`src/rtl/adc_frame_scheduler.sv`:
```
`default_nettype none
// ============================================================================
//  Module   : adc_frame_scheduler
//  Purpose  : Issues periodic SYNC pulses to the ADC wrapper, gathers the
//             per-channel samples into one multi-channel frame, hands the
//             frame to a consumer over valid/ready, and flags timeout,
//             ordering, late-tick and overrun conditions as sticky errors.
//  Revision : 1.0  initial release
// ============================================================================
module adc_frame_scheduler #(
    parameter int NUM_CH  = 6,
    parameter int DW      = 16,
    parameter int PERIOD  = 1024,
    parameter int TIMEOUT = 512
) (
    input  logic                 clk,
    input  logic                 rst,
    input  logic                 enable,
    input  logic                 adc_op_mode,
    input  logic [DW-1:0]        adc_data,
    input  logic                 adc_rd_en,
    input  logic [2:0]           adc_channel,
    output logic                 sync_o,
    output logic                 frame_valid,
    input  logic                 frame_ready,
    output logic [NUM_CH*DW-1:0] frame_data,
    output logic [7:0]           frame_seq,
    output logic                 busy,
    input  logic                 clear_err,
    output logic                 err_timeout,
    output logic                 err_order,
    output logic                 err_late,
    output logic                 err_overrun
);

    localparam int c_PW = (PERIOD  > 1) ? $clog2(PERIOD)  : 1;
    localparam int c_TW = (TIMEOUT > 1) ? $clog2(TIMEOUT) : 1;
    localparam logic [c_PW-1:0] c_PMAX = c_PW'(PERIOD - 1);
    localparam logic [c_TW-1:0] c_TMAX = c_TW'(TIMEOUT - 1);
    localparam logic [3:0]      c_NCH  = 4'(NUM_CH);

    localparam logic [1:0] c_ST_IDLE    = 2'd0;
    localparam logic [1:0] c_ST_WAIT    = 2'd1;
    localparam logic [1:0] c_ST_COLLECT = 2'd2;
    localparam logic [1:0] c_ST_PUBLISH = 2'd3;

    logic [1:0]           r_state;
    logic [1:0]           w_state_nxt;
    logic [c_PW-1:0]      r_pcnt;
    logic [c_TW-1:0]      r_tcnt;
    logic [NUM_CH-1:0]    r_mask;
    logic [NUM_CH-1:0]    w_mask_nxt;
    logic [NUM_CH-1:0]    w_ch_hit;
    logic [3:0]           r_exp;
    logic [NUM_CH*DW-1:0] r_buf;
    logic [7:0]           r_seq;
    logic                 r_sync;
    logic                 r_frame_valid;
    logic [NUM_CH*DW-1:0] r_frame_data;
    logic [7:0]           r_frame_seq;
    logic                 r_err_timeout;
    logic                 r_err_order;
    logic                 r_err_late;
    logic                 r_err_overrun;

    logic w_tick;
    logic w_collect;
    logic w_publish;
    logic w_start;
    logic w_rd_col;
    logic w_ch_ok;
    logic w_bad;
    logic w_done;
    logic w_tout;
    logic w_slot_free;
    logic w_ev_order;
    logic w_ev_late;
    logic w_ev_overrun;

    assign w_tick      = adc_op_mode && (r_pcnt == c_PMAX);
    assign w_collect   = (r_state == c_ST_COLLECT);
    assign w_publish   = (r_state == c_ST_PUBLISH);
    assign w_start     = (r_state == c_ST_WAIT) && w_tick && enable;
    assign w_rd_col    = w_collect && adc_rd_en;
    assign w_ch_ok     = ({1'b0, adc_channel} < c_NCH);
    // Any deviation from the strict 0,1,2,... sequence counts as an ordering fault
    assign w_bad       = !w_ch_ok || ({1'b0, adc_channel} != r_exp) || (|(w_ch_hit & r_mask));
    assign w_mask_nxt  = r_mask | (w_rd_col ? w_ch_hit : '0);
    // Completion looks at the mask including this cycle's sample so the frame
    // moves to PUBLISH on the cycle right after the last channel arrives
    assign w_done      = &w_mask_nxt;
    assign w_tout      = w_collect && adc_op_mode && (r_tcnt == c_TMAX) && !w_done;
    assign w_slot_free = !r_frame_valid || frame_ready;

    assign w_ev_order   = adc_rd_en && (!w_collect || w_bad);
    assign w_ev_late    = w_collect && w_tick;
    assign w_ev_overrun = w_publish && !w_slot_free;

    // One-hot decode of the incoming channel; empty for channels >= NUM_CH
    always_comb begin
        w_ch_hit = '0;
        for (int i = 0; i < NUM_CH; i++) begin
            w_ch_hit[i] = (adc_channel == 3'(i));
        end
    end

    // Period counter: free-runs only while the ADC is in data mode
    always_ff @(posedge clk) begin
        if (rst || !adc_op_mode) begin
            r_pcnt <= '0;
        end else if (r_pcnt == c_PMAX) begin
            r_pcnt <= '0;
        end else begin
            r_pcnt <= r_pcnt + c_PW'(1);
        end
    end

    // State register
    always_ff @(posedge clk) begin
        if (rst) begin
            r_state <= c_ST_IDLE;
        end else begin
            r_state <= w_state_nxt;
        end
    end

    // Next-state logic
    always_comb begin
        w_state_nxt = r_state;
        case (r_state)
            c_ST_IDLE: begin
                if (adc_op_mode) w_state_nxt = c_ST_WAIT;
            end
            c_ST_WAIT: begin
                if (!adc_op_mode)  w_state_nxt = c_ST_IDLE;
                else if (w_start)  w_state_nxt = c_ST_COLLECT;
            end
            c_ST_COLLECT: begin
                if (!adc_op_mode)  w_state_nxt = c_ST_IDLE;
                else if (w_done)   w_state_nxt = c_ST_PUBLISH;
                else if (w_tout)   w_state_nxt = c_ST_WAIT;
            end
            c_ST_PUBLISH: begin
                w_state_nxt = c_ST_WAIT;
            end
            default: begin
                w_state_nxt = c_ST_IDLE;
            end
        endcase
    end

    // SYNC pulse coincides with the first COLLECT cycle
    always_ff @(posedge clk) begin
        if (rst) begin
            r_sync <= 1'b0;
        end else begin
            r_sync <= w_start;
        end
    end

    // Per-frame bookkeeping: timeout counter, capture mask, expected channel
    always_ff @(posedge clk) begin
        if (rst) begin
            r_tcnt <= '0;
            r_mask <= '0;
            r_exp  <= '0;
        end else if (w_start) begin
            r_tcnt <= '0;
            r_mask <= '0;
            r_exp  <= '0;
        end else if (w_collect) begin
            r_tcnt <= r_tcnt + c_TW'(1);
            r_mask <= w_mask_nxt;
            if (adc_rd_en && (r_exp != 4'hF)) begin
                r_exp <= r_exp + 4'd1;
            end
        end
    end

    // Sample slots; a duplicate channel simply overwrites the older sample
    always_ff @(posedge clk) begin
        if (rst) begin
            r_buf <= '0;
        end else begin
            for (int i = 0; i < NUM_CH; i++) begin
                if (w_rd_col && w_ch_hit[i]) begin
                    r_buf[i*DW +: DW] <= adc_data;
                end
            end
        end
    end

    // Output slot and sequence numbering; a dropped frame still consumes a number
    always_ff @(posedge clk) begin
        if (rst) begin
            r_seq         <= '0;
            r_frame_valid <= 1'b0;
            r_frame_data  <= '0;
            r_frame_seq   <= '0;
        end else if (w_publish) begin
            r_seq <= r_seq + 8'd1;
            if (w_slot_free) begin
                r_frame_valid <= 1'b1;
                r_frame_data  <= r_buf;
                r_frame_seq   <= r_seq;
            end
        end else if (r_frame_valid && frame_ready) begin
            r_frame_valid <= 1'b0;
        end
    end

    // Sticky error flags; a fresh event wins over a simultaneous clear
    always_ff @(posedge clk) begin
        if (rst) begin
            r_err_timeout <= 1'b0;
            r_err_order   <= 1'b0;
            r_err_late    <= 1'b0;
            r_err_overrun <= 1'b0;
        end else begin
            r_err_timeout <= w_tout       ? 1'b1 : (clear_err ? 1'b0 : r_err_timeout);
            r_err_order   <= w_ev_order   ? 1'b1 : (clear_err ? 1'b0 : r_err_order);
            r_err_late    <= w_ev_late    ? 1'b1 : (clear_err ? 1'b0 : r_err_late);
            r_err_overrun <= w_ev_overrun ? 1'b1 : (clear_err ? 1'b0 : r_err_overrun);
        end
    end

    assign sync_o      = r_sync;
    assign frame_valid = r_frame_valid;
    assign frame_data  = r_frame_data;
    assign frame_seq   = r_frame_seq;
    assign busy        = w_collect;
    assign err_timeout = r_err_timeout;
    assign err_order   = r_err_order;
    assign err_late    = r_err_late;
    assign err_overrun = r_err_overrun;

endmodule
`default_nettype wire

```
`config.mk`:
```
export PLATFORM = sky130hd
export DESIGN_NAME = adc_frame_scheduler
export DESIGN_NICKNAME = d
export VERILOG_FILES = /design/src/rtl/adc_frame_scheduler.sv
export SDC_FILE = /design/constraint.sdc
export NUM_CORES = 1
export LEC_CHECK = 0
export CORE_MARGIN = 4
export CORE_UTILIZATION = 30
export CTS_CLUSTER_SIZE = 40
export DETAILED_ROUTE_END_ITERATION = 16
export GPL_ROUTABILITY_DRIVEN = 1
export PLACE_DENSITY = 0.53
export SETUP_SLACK_MARGIN = 0.05
export SLEW_MARGIN = 20
export SYNTH_ARGS = -nofsm -noshare
export SYNTH_HDL_FRONTEND = slang
export SYNTH_SLANG_ARGS = --single-unit
```
`constraint.sdc`:
```
create_clock -name clk -period 5 [get_ports clk]
set_clock_uncertainty 0.15 [all_clocks]
set_input_delay 0.75 -clock clk [delete_from_list [all_inputs] [get_ports clk]]
set_output_delay 0.75 -clock clk [all_outputs]
set_load 0.02 [all_outputs]
```
==> flow_summary.yaml <==
setup_path:
  critPathMaxFanout: 19
  start_kind: "flop"
  crit_required_ns: 4.10
  worstPathArrival_ns: 2.33
  crit_type: "reg2out"
  worst_setup_path_end_kind: "primary output"
global_routing:
  grt.total_usage: 0.147
  grt_pass1_vias: 7099
  grt_max_degree: 114
  grt_pass1_wl_um: 39300
  gr-total-overflow: 0
  antenna_found_initial: 0
power_and_ir_drop:
  power.density_nw_per_um2: 357
  peakVddDrop_uv: 238
  p_leak_nw: 3.75
final_layout:
  syn2layout_area_growth_pct: 28.5
  layout.nets: 1247
  layout-drive-gt1-share: 0.0512
  instances_no_fill: 1615
  antennaDiodeCount: 0
  final_util: 0.396
clocking:
  cts_max_level: 1
  root_buffer: "clkbuf_16"
  cts_resized: 0
  cts_buffers: 27
  ctsLongestPathBuffers: 3
  cts_setup_buffers: 0
  tritoncts: "yes"
  clk_latency_ns: 0.53
  cts_hold_buf: 0
  clock_sinks: 245
  cts.clk_slew.worst_paths_ns: 0.06
sta:
  fin_crit_sh: 0.647
  fmax_mhz: 309
  fin_hold_ws_ns: 0.300
  finalSetupViolations: 0
  slew_viol_final: 0
  period_minus_slack_ns: 3.23
  slew-limit-headroom: 0.386
  rsz0062_at_grt: "false"
  setup_ws_ns: 1.77
  setup_tns_ns: 0
  worst_pin_slew_ns: 0.919
  hold_violations: 0
detailed_routing:
  vias: 7509
  drc: 0
  wire_per_inst_um: 15.7
  drt_iter0_drc: 489
  dr.pass1.iters: 5
  drt_wl_total_um: 25400
  ant_nets: 0
  via_per_inst: 4.65
run:
  drv_cap: 0
floorplan:
  initial_core_util: 0.308
  num_rows: 62
  coreArea_um2: 29000
  die_height_um: 181
  fp.dieW_um: 181
  boundaryPins: 137
  die_area_um2: 32600
logic_synthesis:
  yosysWarnings: 0
  syn_nets: 1148
  syn-cell-area_um2: 8940
  synth_cell_types: 50
  ys.flop_type: "dfxtp_1"
  synth-edff-count: 0
  avgSynthCellArea_um2: 8.03
  syn_inst: 1113
  synth-seq-cells: 245
  synth_seq_area_share: 0.549
  synthArstFlopShare: 0
placed_design:
  dp_hpwl_um: 16100
  place.gp.congestion: 0.773
  place_ws_ns: 1.89
  placed_cells: 1567
  io_buffers: 136
hold_path:
  hp-class: "reg2reg"
run_status:
  status: "completed"
[critical path: stages (launching register included)]
cell             delay [ns]
dfxtp_1                0.33
inv_1                  0.10
ha_1                   0.64
clkdlybuf4s50_1        0.73
[cell type report]
type / count / area (um^2)
timing repair buffer: 144 / 1440
inverter: 9 / 33.8
clock buffer: 43 / 826
sequential: 245 / 4900
multi-input combinational: 785 / 3720
tap: 384 / 480
clock inverter: 5 / 83.8
fill: 3026 / 17500
[cells in the final DEF (no fill, tap or decap), drive strengths merged, types with 2 or more instances in the layout]
| cell type | Yosys | final |
|---|---|---|
| and3 | 5 | 5 |
| clkinvlp | 0 | 2 |
| ha | 9 | 9 |
| dfxtp | 245 | 245 |
| xnor2 | 8 | 8 |
| clkdlybuf4s50 | 0 | 135 |
| o41ai | 2 | 2 |
| buf | 14 | 9 |
| nor3 | 3 | 3 |
| nand3 | 5 | 5 |
| nand2b | 2 | 2 |
| a31oi | 2 | 2 |
| bufinv | 0 | 2 |
| a2111oi | 2 | 2 |
| o21ai | 3 | 3 |
| and2 | 6 | 6 |
| or3 | 3 | 3 |
| a22oi | 2 | 2 |
| nor2b | 5 | 5 |
| nor2 | 46 | 46 |
| inv | 9 | 10 |
| nand4 | 9 | 9 |
| clkbuf | 60 | 43 |
| nand2 | 421 | 421 |
| mux2i | 4 | 4 |
| a211oi | 2 | 2 |
| xor2 | 13 | 13 |
| a21oi | 215 | 215 |
| nor4 | 2 | 2 |
[synth_stat cells, types with 2 or more instances]
cell	number	share of area
a22oi_1	2	0.0017
and2_1	6	0.0042
o21ai_0	3	0.0017
a21oi_1	214	0.12
a31oi_1	2	0.0014
inv_1	8	0.0034
xnor2_1	8	0.0078
buf_2	8	0.0045
nor2b_1	5	0.0035
dfxtp_1	245	0.55
nand4_1	9	0.0063
mux2i_1	4	0.0045
buf_1	5	0.0021
nor2_1	46	0.019
nand3_1	4	0.0022
clkbuf_1	60	0.025
nor3_1	3	0.0017
nand2_1	421	0.18
xor2_1	13	0.013
ha_1	9	0.013
or3_1	3	0.0021
nand2b_1	2	0.0014
a211oi_1	2	0.0017
and3_1	5	0.0035
[power by group]
group	internal [mW]	switching [mW]	leakage, nW
Combinational	0.0352	0.0923	1.33
Clock	1.23	0.790	0.439
Sequential	1.96	0.00318	1.97
[cell families (layout without fill, tap and decap cells)]
kind of cell    Yosys count  count (layout)  synth area share
compound gates          237             237             0.144
xor+xnor                 21              21            0.0206
fa+ha+maj                 9               9            0.0126
buf+inv                  83             201            0.0364
flops                   245             245             0.549
mux                       5               5           0.00574
simple gates            513             513             0.232
[stage by stage]
step | instance area (um^2) | total power [mW]
after CTS | 11500 | 4.17
after floorplan | 8940 | 2.07
after global placement | 10600 | 2.13
final | 11500 | 4.10
after global routing | 11500 | 4.24
after detailed placement | 10600 | 2.13
[sequential cells by signal, summed over array words and instances (netlist names)]
signal       cells
r_mask           6
frame_data      96
err_overrun      1
r_pcnt          10
r_buf           96
err_timeout      1
r_tcnt           9
err_order        1
err_late         1
sync_o           1
frame_seq        8
frame_valid      1
r_state          2
r_seq            8
r_exp            4
[worst paths after layout]
kind           startpoint      endpoint  slack (ns)  cells after the start
max reg2reg    r_state[0]    r_state[1]        2.29                      7
min reg2reg  frame_seq[2]  frame_seq[2]        0.30                      2
min          frame_seq[2]  frame_seq[2]        0.30                      2
max            r_state[0]          busy        1.77                      3
[layer usage]
layer | vias up | track usage | wire length [um]
met1 | 3482 | 0.198 | 11800
met4 | 0 | 0.0360 | 436
li1 | 3827 | - | -
met5 | - | 0 | 0
met3 | 35 | 0.0232 | 1240
met2 | 165 | 0.249 | 11900
No activity file was read; power rests on OpenSTA's default activity.
